### config.mk
export PLATFORM = sky130hd
export DESIGN_NAME = instr_fetch_unit_flat
export DESIGN_NICKNAME = d
export VERILOG_FILES = /design/src/rtl/cpu_pkg.sv /design/src/rtl/instr_fetch_unit_if.sv /design/src/rtl/fetch_fifo.sv /design/src/rtl/instr_fetch_unit.sv /design/src/flat_wrapper.sv
export SDC_FILE = /design/constraint.sdc
export NUM_CORES = 1
export LEC_CHECK = 0
export ABC_CLOCK_PERIOD_IN_PS = 8400
export BUFFER_PORTS_ARGS = -buffer_cell sky130_fd_sc_hd__buf_4
export CAP_MARGIN = 25
export CELL_PAD_IN_SITES_DETAIL_PLACEMENT = 0
export CELL_PAD_IN_SITES_GLOBAL_PLACEMENT = 1
export CORE_UTILIZATION = 48
export CTS_CLUSTER_SIZE = 8
export DETAILED_ROUTE_END_ITERATION = 12
export PLACE_DENSITY = 0.95
export SYNTH_ARGS = -nofsm -noshare
export SYNTH_HDL_FRONTEND = slang
export SYNTH_SLANG_ARGS = --single-unit
### constraint.sdc
create_clock -name clk -period 8.4 [get_ports clk]
set_clock_uncertainty 0.05 [all_clocks]
set_input_delay 0.84 -clock clk [delete_from_list [all_inputs] [get_ports clk]]
set_output_delay 0.84 -clock clk [all_outputs]
set_load 0.02 [all_outputs]
### src/rtl/cpu_pkg.sv
// Shared CPU front-end types: machine width, PC stepping and the fetch
// buffer entry that travels from the fetch stage to the decoder.
package cpu_pkg;

  localparam int XLEN    = 32;
  localparam int INSTR_W = 32;
  localparam int PC_STEP = 4;
  localparam logic [XLEN-1:0] RESET_PC = '0;

  typedef struct packed {
    logic [XLEN-1:0]    pc;
    logic [INSTR_W-1:0] instr;
  } fetch_entry_t;

  // Branch targets may carry low bits; instruction fetch is word addressed.
  function automatic logic [XLEN-1:0] alignWord(input logic [XLEN-1:0] addr);
    return {addr[XLEN-1:2], 2'b00};
  endfunction

endpackage

### src/rtl/instr_fetch_unit_if.sv
// Fetch-stage bus bundle: instruction-memory request/response, redirect
// from the back end, and the valid/ready channel into the decoder.
interface instr_fetch_unit_if #(parameter int XLEN = cpu_pkg::XLEN);

  logic            imem_req_valid;
  logic            imem_req_ready;
  logic [XLEN-1:0] imem_req_addr;
  logic            imem_rsp_valid;
  logic [XLEN-1:0] imem_rsp_data;
  logic            redirect_valid;
  logic [XLEN-1:0] redirect_pc;
  logic            if_valid;
  logic            if_ready;
  logic [XLEN-1:0] if_instr;
  logic [XLEN-1:0] if_pc;

  modport master (
    output imem_req_valid, imem_req_addr, if_valid, if_instr, if_pc,
    input  imem_req_ready, imem_rsp_valid, imem_rsp_data,
           redirect_valid, redirect_pc, if_ready
  );

  modport slave (
    input  imem_req_valid, imem_req_addr, if_valid, if_instr, if_pc,
    output imem_req_ready, imem_rsp_valid, imem_rsp_data,
           redirect_valid, redirect_pc, if_ready
  );

endinterface

### src/rtl/fetch_fifo.sv
// Small synchronous FIFO holding fetched {pc, instr} entries; flush empties
// it in one cycle when the fetch stream is redirected.
module fetch_fifo #(
  parameter int DEPTH = 2,
  parameter int WIDTH = 64
) (
  input  logic             clk,
  input  logic             rst,
  input  logic             push_i,
  input  logic             pop_i,
  input  logic             flush_i,
  input  logic [WIDTH-1:0] data_i,
  output logic [WIDTH-1:0] data_o,
  output logic [$clog2(DEPTH):0] count_o,
  output logic             full_o,
  output logic             empty_o
);

  localparam int AW = $clog2(DEPTH);

  logic [WIDTH-1:0] mem_q [DEPTH];
  logic [AW-1:0]    wrPtr_q, wrPtr_d;
  logic [AW-1:0]    rdPtr_q, rdPtr_d;
  logic [AW:0]      count_q, count_d;
  logic             doPush, doPop;

  assign full_o  = (count_q == (AW+1)'(DEPTH));
  assign empty_o = (count_q == '0);
  assign count_o = count_q;
  assign data_o  = mem_q[rdPtr_q];
  assign doPush  = push_i && !full_o && !flush_i;
  assign doPop   = pop_i && !empty_o && !flush_i;

  // DEPTH is a power of two, so the pointers wrap naturally.
  always_comb begin
    wrPtr_d = wrPtr_q;
    rdPtr_d = rdPtr_q;
    count_d = count_q;
    if (flush_i) begin
      wrPtr_d = '0;
      rdPtr_d = '0;
      count_d = '0;
    end else begin
      if (doPush) wrPtr_d = wrPtr_q + AW'(1);
      if (doPop)  rdPtr_d = rdPtr_q + AW'(1);
      count_d = count_q + (AW+1)'(doPush) - (AW+1)'(doPop);
    end
  end

  always_ff @(posedge clk or posedge rst) begin
    if (rst) begin
      wrPtr_q <= '0;
      rdPtr_q <= '0;
      count_q <= '0;
    end else begin
      wrPtr_q <= wrPtr_d;
      rdPtr_q <= rdPtr_d;
      count_q <= count_d;
    end
  end

  always_ff @(posedge clk) begin
    if (doPush) mem_q[wrPtr_q] <= data_i;
  end

endmodule

### src/rtl/instr_fetch_unit.sv
// Fetch stage: owns the fetch PC, issues word requests under a credit limit,
// buffers in-order responses and discards words made stale by a redirect.
module instr_fetch_unit
  import cpu_pkg::*;
#(
  parameter int              XLEN       = cpu_pkg::XLEN,
  parameter logic [XLEN-1:0] RESET_PC   = cpu_pkg::RESET_PC,
  parameter int              FIFO_DEPTH = 2
) (
  input  logic                clk,
  input  logic                rst,
  instr_fetch_unit_if.master  fetchBus_io
);

  localparam int CW = $clog2(FIFO_DEPTH) + 1;
  localparam int EW = $bits(fetch_entry_t);

  logic [XLEN-1:0] fetchPc_q, fetchPc_d;
  logic [XLEN-1:0] rspPc_q, rspPc_d;
  logic [CW-1:0]   inflight_q, inflight_d;
  logic [CW-1:0]   discard_q, discard_d;
  logic [CW-1:0]   fifoCount;
  logic [CW:0]     slotsUsed;
  logic [XLEN-1:0] redirectTarget;
  logic            fifoFull, fifoEmpty;
  logic            redirect, reqFire, rspKeep, rspDrop, pushEn, popEn, canIssue;
  fetch_entry_t    pushEntry, headEntry;

  assign redirect       = fetchBus_io.redirect_valid;
  assign redirectTarget = alignWord(fetchBus_io.redirect_pc);

  // A pop this cycle frees a slot, which is what sustains one fetch per cycle.
  assign popEn     = !redirect && !fifoEmpty && fetchBus_io.if_ready;
  assign slotsUsed = {1'b0, inflight_q} + {1'b0, fifoCount} - (CW+1)'(popEn);
  assign canIssue  = slotsUsed < (CW+1)'(FIFO_DEPTH);

  assign fetchBus_io.imem_req_valid = !rst && !redirect && canIssue;
  assign fetchBus_io.imem_req_addr  = fetchPc_q;
  assign reqFire = fetchBus_io.imem_req_valid && fetchBus_io.imem_req_ready;

  assign rspDrop   = fetchBus_io.imem_rsp_valid && (discard_q != '0);
  assign rspKeep   = fetchBus_io.imem_rsp_valid && (discard_q == '0);
  assign pushEn    = rspKeep && !redirect && !fifoFull;
  assign pushEntry = '{pc: rspPc_q, instr: fetchBus_io.imem_rsp_data};

  assign fetchBus_io.if_valid = !fifoEmpty;
  assign fetchBus_io.if_instr = fifoEmpty ? '0 : headEntry.instr;
  assign fetchBus_io.if_pc    = fifoEmpty ? '0 : headEntry.pc;

  // inflight counts live requests only; on redirect they all become discards.
  always_comb begin
    fetchPc_d  = fetchPc_q;
    rspPc_d    = rspPc_q;
    inflight_d = inflight_q;
    discard_d  = discard_q;
    if (redirect) begin
      fetchPc_d  = redirectTarget;
      rspPc_d    = redirectTarget;
      inflight_d = '0;
      discard_d  = discard_q + inflight_q - CW'(fetchBus_io.imem_rsp_valid);
    end else begin
      if (reqFire) fetchPc_d = fetchPc_q + XLEN'(PC_STEP);
      if (rspKeep) rspPc_d   = rspPc_q + XLEN'(PC_STEP);
      inflight_d = inflight_q + CW'(reqFire) - CW'(rspKeep);
      if (rspDrop) discard_d = discard_q - CW'(1);
    end
  end

  always_ff @(posedge clk or posedge rst) begin
    if (rst) begin
      fetchPc_q  <= RESET_PC;
      rspPc_q    <= RESET_PC;
      inflight_q <= '0;
      discard_q  <= '0;
    end else begin
      fetchPc_q  <= fetchPc_d;
      rspPc_q    <= rspPc_d;
      inflight_q <= inflight_d;
      discard_q  <= discard_d;
    end
  end

  fetch_fifo #(
    .DEPTH (FIFO_DEPTH),
    .WIDTH (EW)
  ) u_fifo (
    .clk     (clk),
    .rst     (rst),
    .push_i  (pushEn),
    .pop_i   (popEn),
    .flush_i (redirect),
    .data_i  (pushEntry),
    .data_o  (headEntry),
    .count_o (fifoCount),
    .full_o  (fifoFull),
    .empty_o (fifoEmpty)
  );

endmodule

### src/flat_wrapper.sv
// flat-port wrapper written by rule: the top's interface ports become plain ports
module instr_fetch_unit_flat import cpu_pkg::*;
#(
  parameter int              XLEN       = cpu_pkg::XLEN,
  parameter logic [XLEN-1:0] RESET_PC   = cpu_pkg::RESET_PC,
  parameter int              FIFO_DEPTH = 2
)
  (clk, rst, fetchBus_io_imem_req_valid, fetchBus_io_imem_req_addr, fetchBus_io_if_valid, fetchBus_io_if_instr, fetchBus_io_if_pc, fetchBus_io_imem_req_ready, fetchBus_io_imem_rsp_valid, fetchBus_io_imem_rsp_data, fetchBus_io_redirect_valid, fetchBus_io_redirect_pc, fetchBus_io_if_ready);
  instr_fetch_unit_if #(.XLEN(XLEN)) fetchBus_io_i ();
  input  logic clk;
  input  logic rst;
  output wire logic [$bits(fetchBus_io_i.imem_req_valid)-1:0] fetchBus_io_imem_req_valid;
  output wire logic [$bits(fetchBus_io_i.imem_req_addr)-1:0] fetchBus_io_imem_req_addr;
  output wire logic [$bits(fetchBus_io_i.if_valid)-1:0] fetchBus_io_if_valid;
  output wire logic [$bits(fetchBus_io_i.if_instr)-1:0] fetchBus_io_if_instr;
  output wire logic [$bits(fetchBus_io_i.if_pc)-1:0] fetchBus_io_if_pc;
  input wire logic [$bits(fetchBus_io_i.imem_req_ready)-1:0] fetchBus_io_imem_req_ready;
  input wire logic [$bits(fetchBus_io_i.imem_rsp_valid)-1:0] fetchBus_io_imem_rsp_valid;
  input wire logic [$bits(fetchBus_io_i.imem_rsp_data)-1:0] fetchBus_io_imem_rsp_data;
  input wire logic [$bits(fetchBus_io_i.redirect_valid)-1:0] fetchBus_io_redirect_valid;
  input wire logic [$bits(fetchBus_io_i.redirect_pc)-1:0] fetchBus_io_redirect_pc;
  input wire logic [$bits(fetchBus_io_i.if_ready)-1:0] fetchBus_io_if_ready;
  assign fetchBus_io_imem_req_valid = fetchBus_io_i.imem_req_valid;
  assign fetchBus_io_imem_req_addr = fetchBus_io_i.imem_req_addr;
  assign fetchBus_io_if_valid = fetchBus_io_i.if_valid;
  assign fetchBus_io_if_instr = fetchBus_io_i.if_instr;
  assign fetchBus_io_if_pc = fetchBus_io_i.if_pc;
  assign fetchBus_io_i.imem_req_ready = fetchBus_io_imem_req_ready;
  assign fetchBus_io_i.imem_rsp_valid = fetchBus_io_imem_rsp_valid;
  assign fetchBus_io_i.imem_rsp_data = fetchBus_io_imem_rsp_data;
  assign fetchBus_io_i.redirect_valid = fetchBus_io_redirect_valid;
  assign fetchBus_io_i.redirect_pc = fetchBus_io_redirect_pc;
  assign fetchBus_io_i.if_ready = fetchBus_io_if_ready;
  instr_fetch_unit #(.XLEN(XLEN), .RESET_PC(RESET_PC), .FIFO_DEPTH(FIFO_DEPTH)) u_core (.clk(clk), .rst(rst), .fetchBus_io(fetchBus_io_i));
endmodule
==> out/metrics.cfg <==
[synthesis]
yosys.area.top_type=edfxtp_1
yosys-top-cells-area=edfxtp_1 43%, dfrtp_1 20%, mux2i_1 7.3%, nor2_1 4.2%, xor2_1 2.4%
ys_seq_area_frac=0.628
synth_cells=705
ys_ff_latch=192
synth_common_cells=124 x edfxtp_1, 96 x nor2_1, 68 x dfrtp_1, 63 x mux2i_1, 51 x nand2_1
ys_warn_count=0
ys_types=51
yosys_most_used_dff=edfxtp_1
synth_edf_count=124
syn_area_per_cell_um2=12.3
synth_async_sr_flop_share=0.354
synth_top_area_frac=0.431
syn_area_um2=8640
yosys.cell_count.top_type=edfxtp_1

[clocking]
path_clk_slew_ps=80
worstSkewPairLatency_ps=430
cts_hold_buffers=0
clk_path_buf_depth=2
cts_resized=0
cts_buffers=17
htreeDepth=4
clockRootBuffer=clkbuf_16
cts.sink_count=192
cts_tree=yes
cts_setup_buffers=0

[drt]
wirelength_um=18900
ant_nets=0
remaining_drc_errors=0
first_iter_violations=325
vias=6074
wl_per_cell_um=17.2
avgViaCountPerCell=5.52
dr.pass1.iters=5

[place]
numPlacedInstances=1068
gp_congestion=0.905
port_buffers=161
hpwl_um=12800

[grt]
grt_max_degree=69
grtUsageMet1=0.291
grt_usage=0.209
gr-total-overflow=0
antenna_found_initial=0
grt_pass1_vias=5683
grt_pass1_wl_um=29500
grt_use_met3=0.0556
use_met2=0.325
top_usage_layer=met2

[critical_path]
slowest_delay_ps=710
critical_path.top_delay_family=simple AND/OR/NAND/NOR gates
arrival_ps=4950
crit_type=register to register
cp-endpoint=u_core.fetchBus_io.imem_req_addr[5]
reg2regPathDepth=15
setup.worst_path.end_class=register
cp_max_fo=63
crit_required_ps=8650
cp_cell_sequence=nor2_4 > buf_4 > inv_1 > nand2_1 > nor2_1 > ha_1 > nand2b_1 > fa_1 > xnor2_1 > or2_1 > inv_1 > nor2_1 > buf_4 > o21ai_0 > o311ai_0
cp.depth=15
cp.buffers_inverters=4
critPathLaunch=u_core.u_fifo.count_o[0]
reg2reg_from=u_core.u_fifo.count_o[0]
worstReg2RegEnd=u_core.fetchBus_io.imem_req_addr[5]
crit_slowest_cell=or2_1
startpoint_type=register
r2r_slack_ps=3700

[cells_and_area]
area_growth_pct=23.5
nFillCells=1429
instances_no_fill=1101
n_antenna_cell=0
final_nets=945
drive_gt1_frac=0.251

[sta]
grt_setup_unrepaired=false
slew_violations=0
setup_tns_ps=0
max_freq_ghz=0.213
tightestPinTransition_ps=956
hold_viol=0
post-route-min-period_ps=4700
slew_headroom=0.357
finalSetupViolations=0
min_period_over_period=0.560

[power_and_ir_drop]
total_leakage_power_nw=4.09
peakVddDrop_v=0.000150
power.total_mw=2.65
powerDensity_nw_per_um2=249

[worst_hold_path]
hold_path_class=register to register

[flow_run]
maxCapViolCount=0

[die]
core_um2=17400
start_util=0.496
die_w_um=136
fp.dieH_um=136
rows=48
dieArea_um2=18500
io_pins=168

[outcome]
status=finished clean

==> how the worst min path moves through the flow <==
stage | startpoint | to | slack (ps) | cells after the start
6_report | u_core.rspPc_q[13] | u_core.u_fifo.mem_q[0][45] | 470 | 0
4_1_cts | u_core.rspPc_q[13] | u_core.u_fifo.mem_q[0][45] | 470 | 0
3_5_place_dp | u_core.rspPc_q[13] | u_core.u_fifo.mem_q[1][45] | 460 | 0
2_1_floorplan | u_core.rspPc_q[31] | u_core.u_fifo.mem_q[0][63] | 410 | 0
5_1_grt | u_core.rspPc_q[26] | u_core.u_fifo.mem_q[0][58] | 480 | 0
3_3_place_gp | u_core.rspPc_q[26] | u_core.u_fifo.mem_q[0][58] | 450 | 0
==> flip-flops by register name, summed over array words and instances, names as in the netlist <==
signal and cells:
u_core.discard_q 2, u_core.u_fifo.rdPtr_q 1, u_core.rspPc_q 30, u_core.u_fifo.wrPtr_q 1, u_core.fetchBus_io.imem_req_addr 30, u_core.u_fifo.mem_q 124
u_core.inflight_q 2, u_core.u_fifo.count_o 2
==> routing by layer <==
layer,share of wire,vias up
met1,0.44,2902
met5,0,-
met2,0.47,269
met4,0.012,0
li1,-,2882
met3,0.086,21
==> power by group <==
group / total [mW] / internal (mW) / leakage [nW] / switching [mW]
sequential: 1.19 / 1.11 / 1.95 / 0.0866
clock: 0.768 / 0.394 / 0.281 / 0.374
combinational: 0.691 / 0.285 / 1.87 / 0.406
==> worst register-to-register path, delay by kind of cell (launching register included) <==
kind / cells / cell delay, ps
AND/OR/NAND/NOR: 6 / 1530
adder cells (fa/ha/maj): 2 / 670
AO/OA/AOI/OAI: 2 / 250
buffers and inverters: 4 / 1380
flip-flops: 1 / 450
XOR/XNOR: 1 / 250
==> layout by cell type, fill, tap and decap left out, types with 14 or more instances in the layout <==
cell type  count
o211ai_1      14
nand2_1       51
clkbuf_16     17
nor2_1        93
o21ai_0       40
mux2i_1       63
xor2_1        24
dfrtp_1       67
buf_4        167
nand3_1       39
xnor2_1       17
nand4_1       19
inv_1         20
edfxtp_1     124
==> area by class of cell <==
type	count	area, um^2	share of cell area
flip-flops and latches	192	5430	0.509
well taps	225	282	0.0264
repair buffers	168	1280	0.120
clock inverters	15	141	0.0133
inverters	22	82.6	0.00774
multi-input cells	462	3030	0.284
clock buffers	17	425	0.0399
==> cell families after synthesis <==
family / share of synthesized area
and+or+nand+nor: 0.147
DFF: 0.628
AOI/OAI and AO/OA: 0.0624
muxes: 0.0769
buffers and inverters: 0.0255
xor gates and xnor gates: 0.0416
adders and majority gates: 0.0183
other: 0.000434
==> per-stage QoR <==
| stage | utilization | hold slack [ps] | area [um^2] | setup slack [ps] |
|---|---|---|---|---|
| floorplan | - | 413 | 8650 | 3900 |
| global placement | 0.578 | 446 | 10100 | 3280 |
| detailed placement | 0.578 | 456 | 10100 | 3690 |
| CTS | 0.611 | 475 | 10600 | 3690 |
| global route | 0.613 | 484 | 10700 | 3310 |
| finish | 0.613 | 471 | 10700 | 3700 |
(Power assumes the default switching activity.)
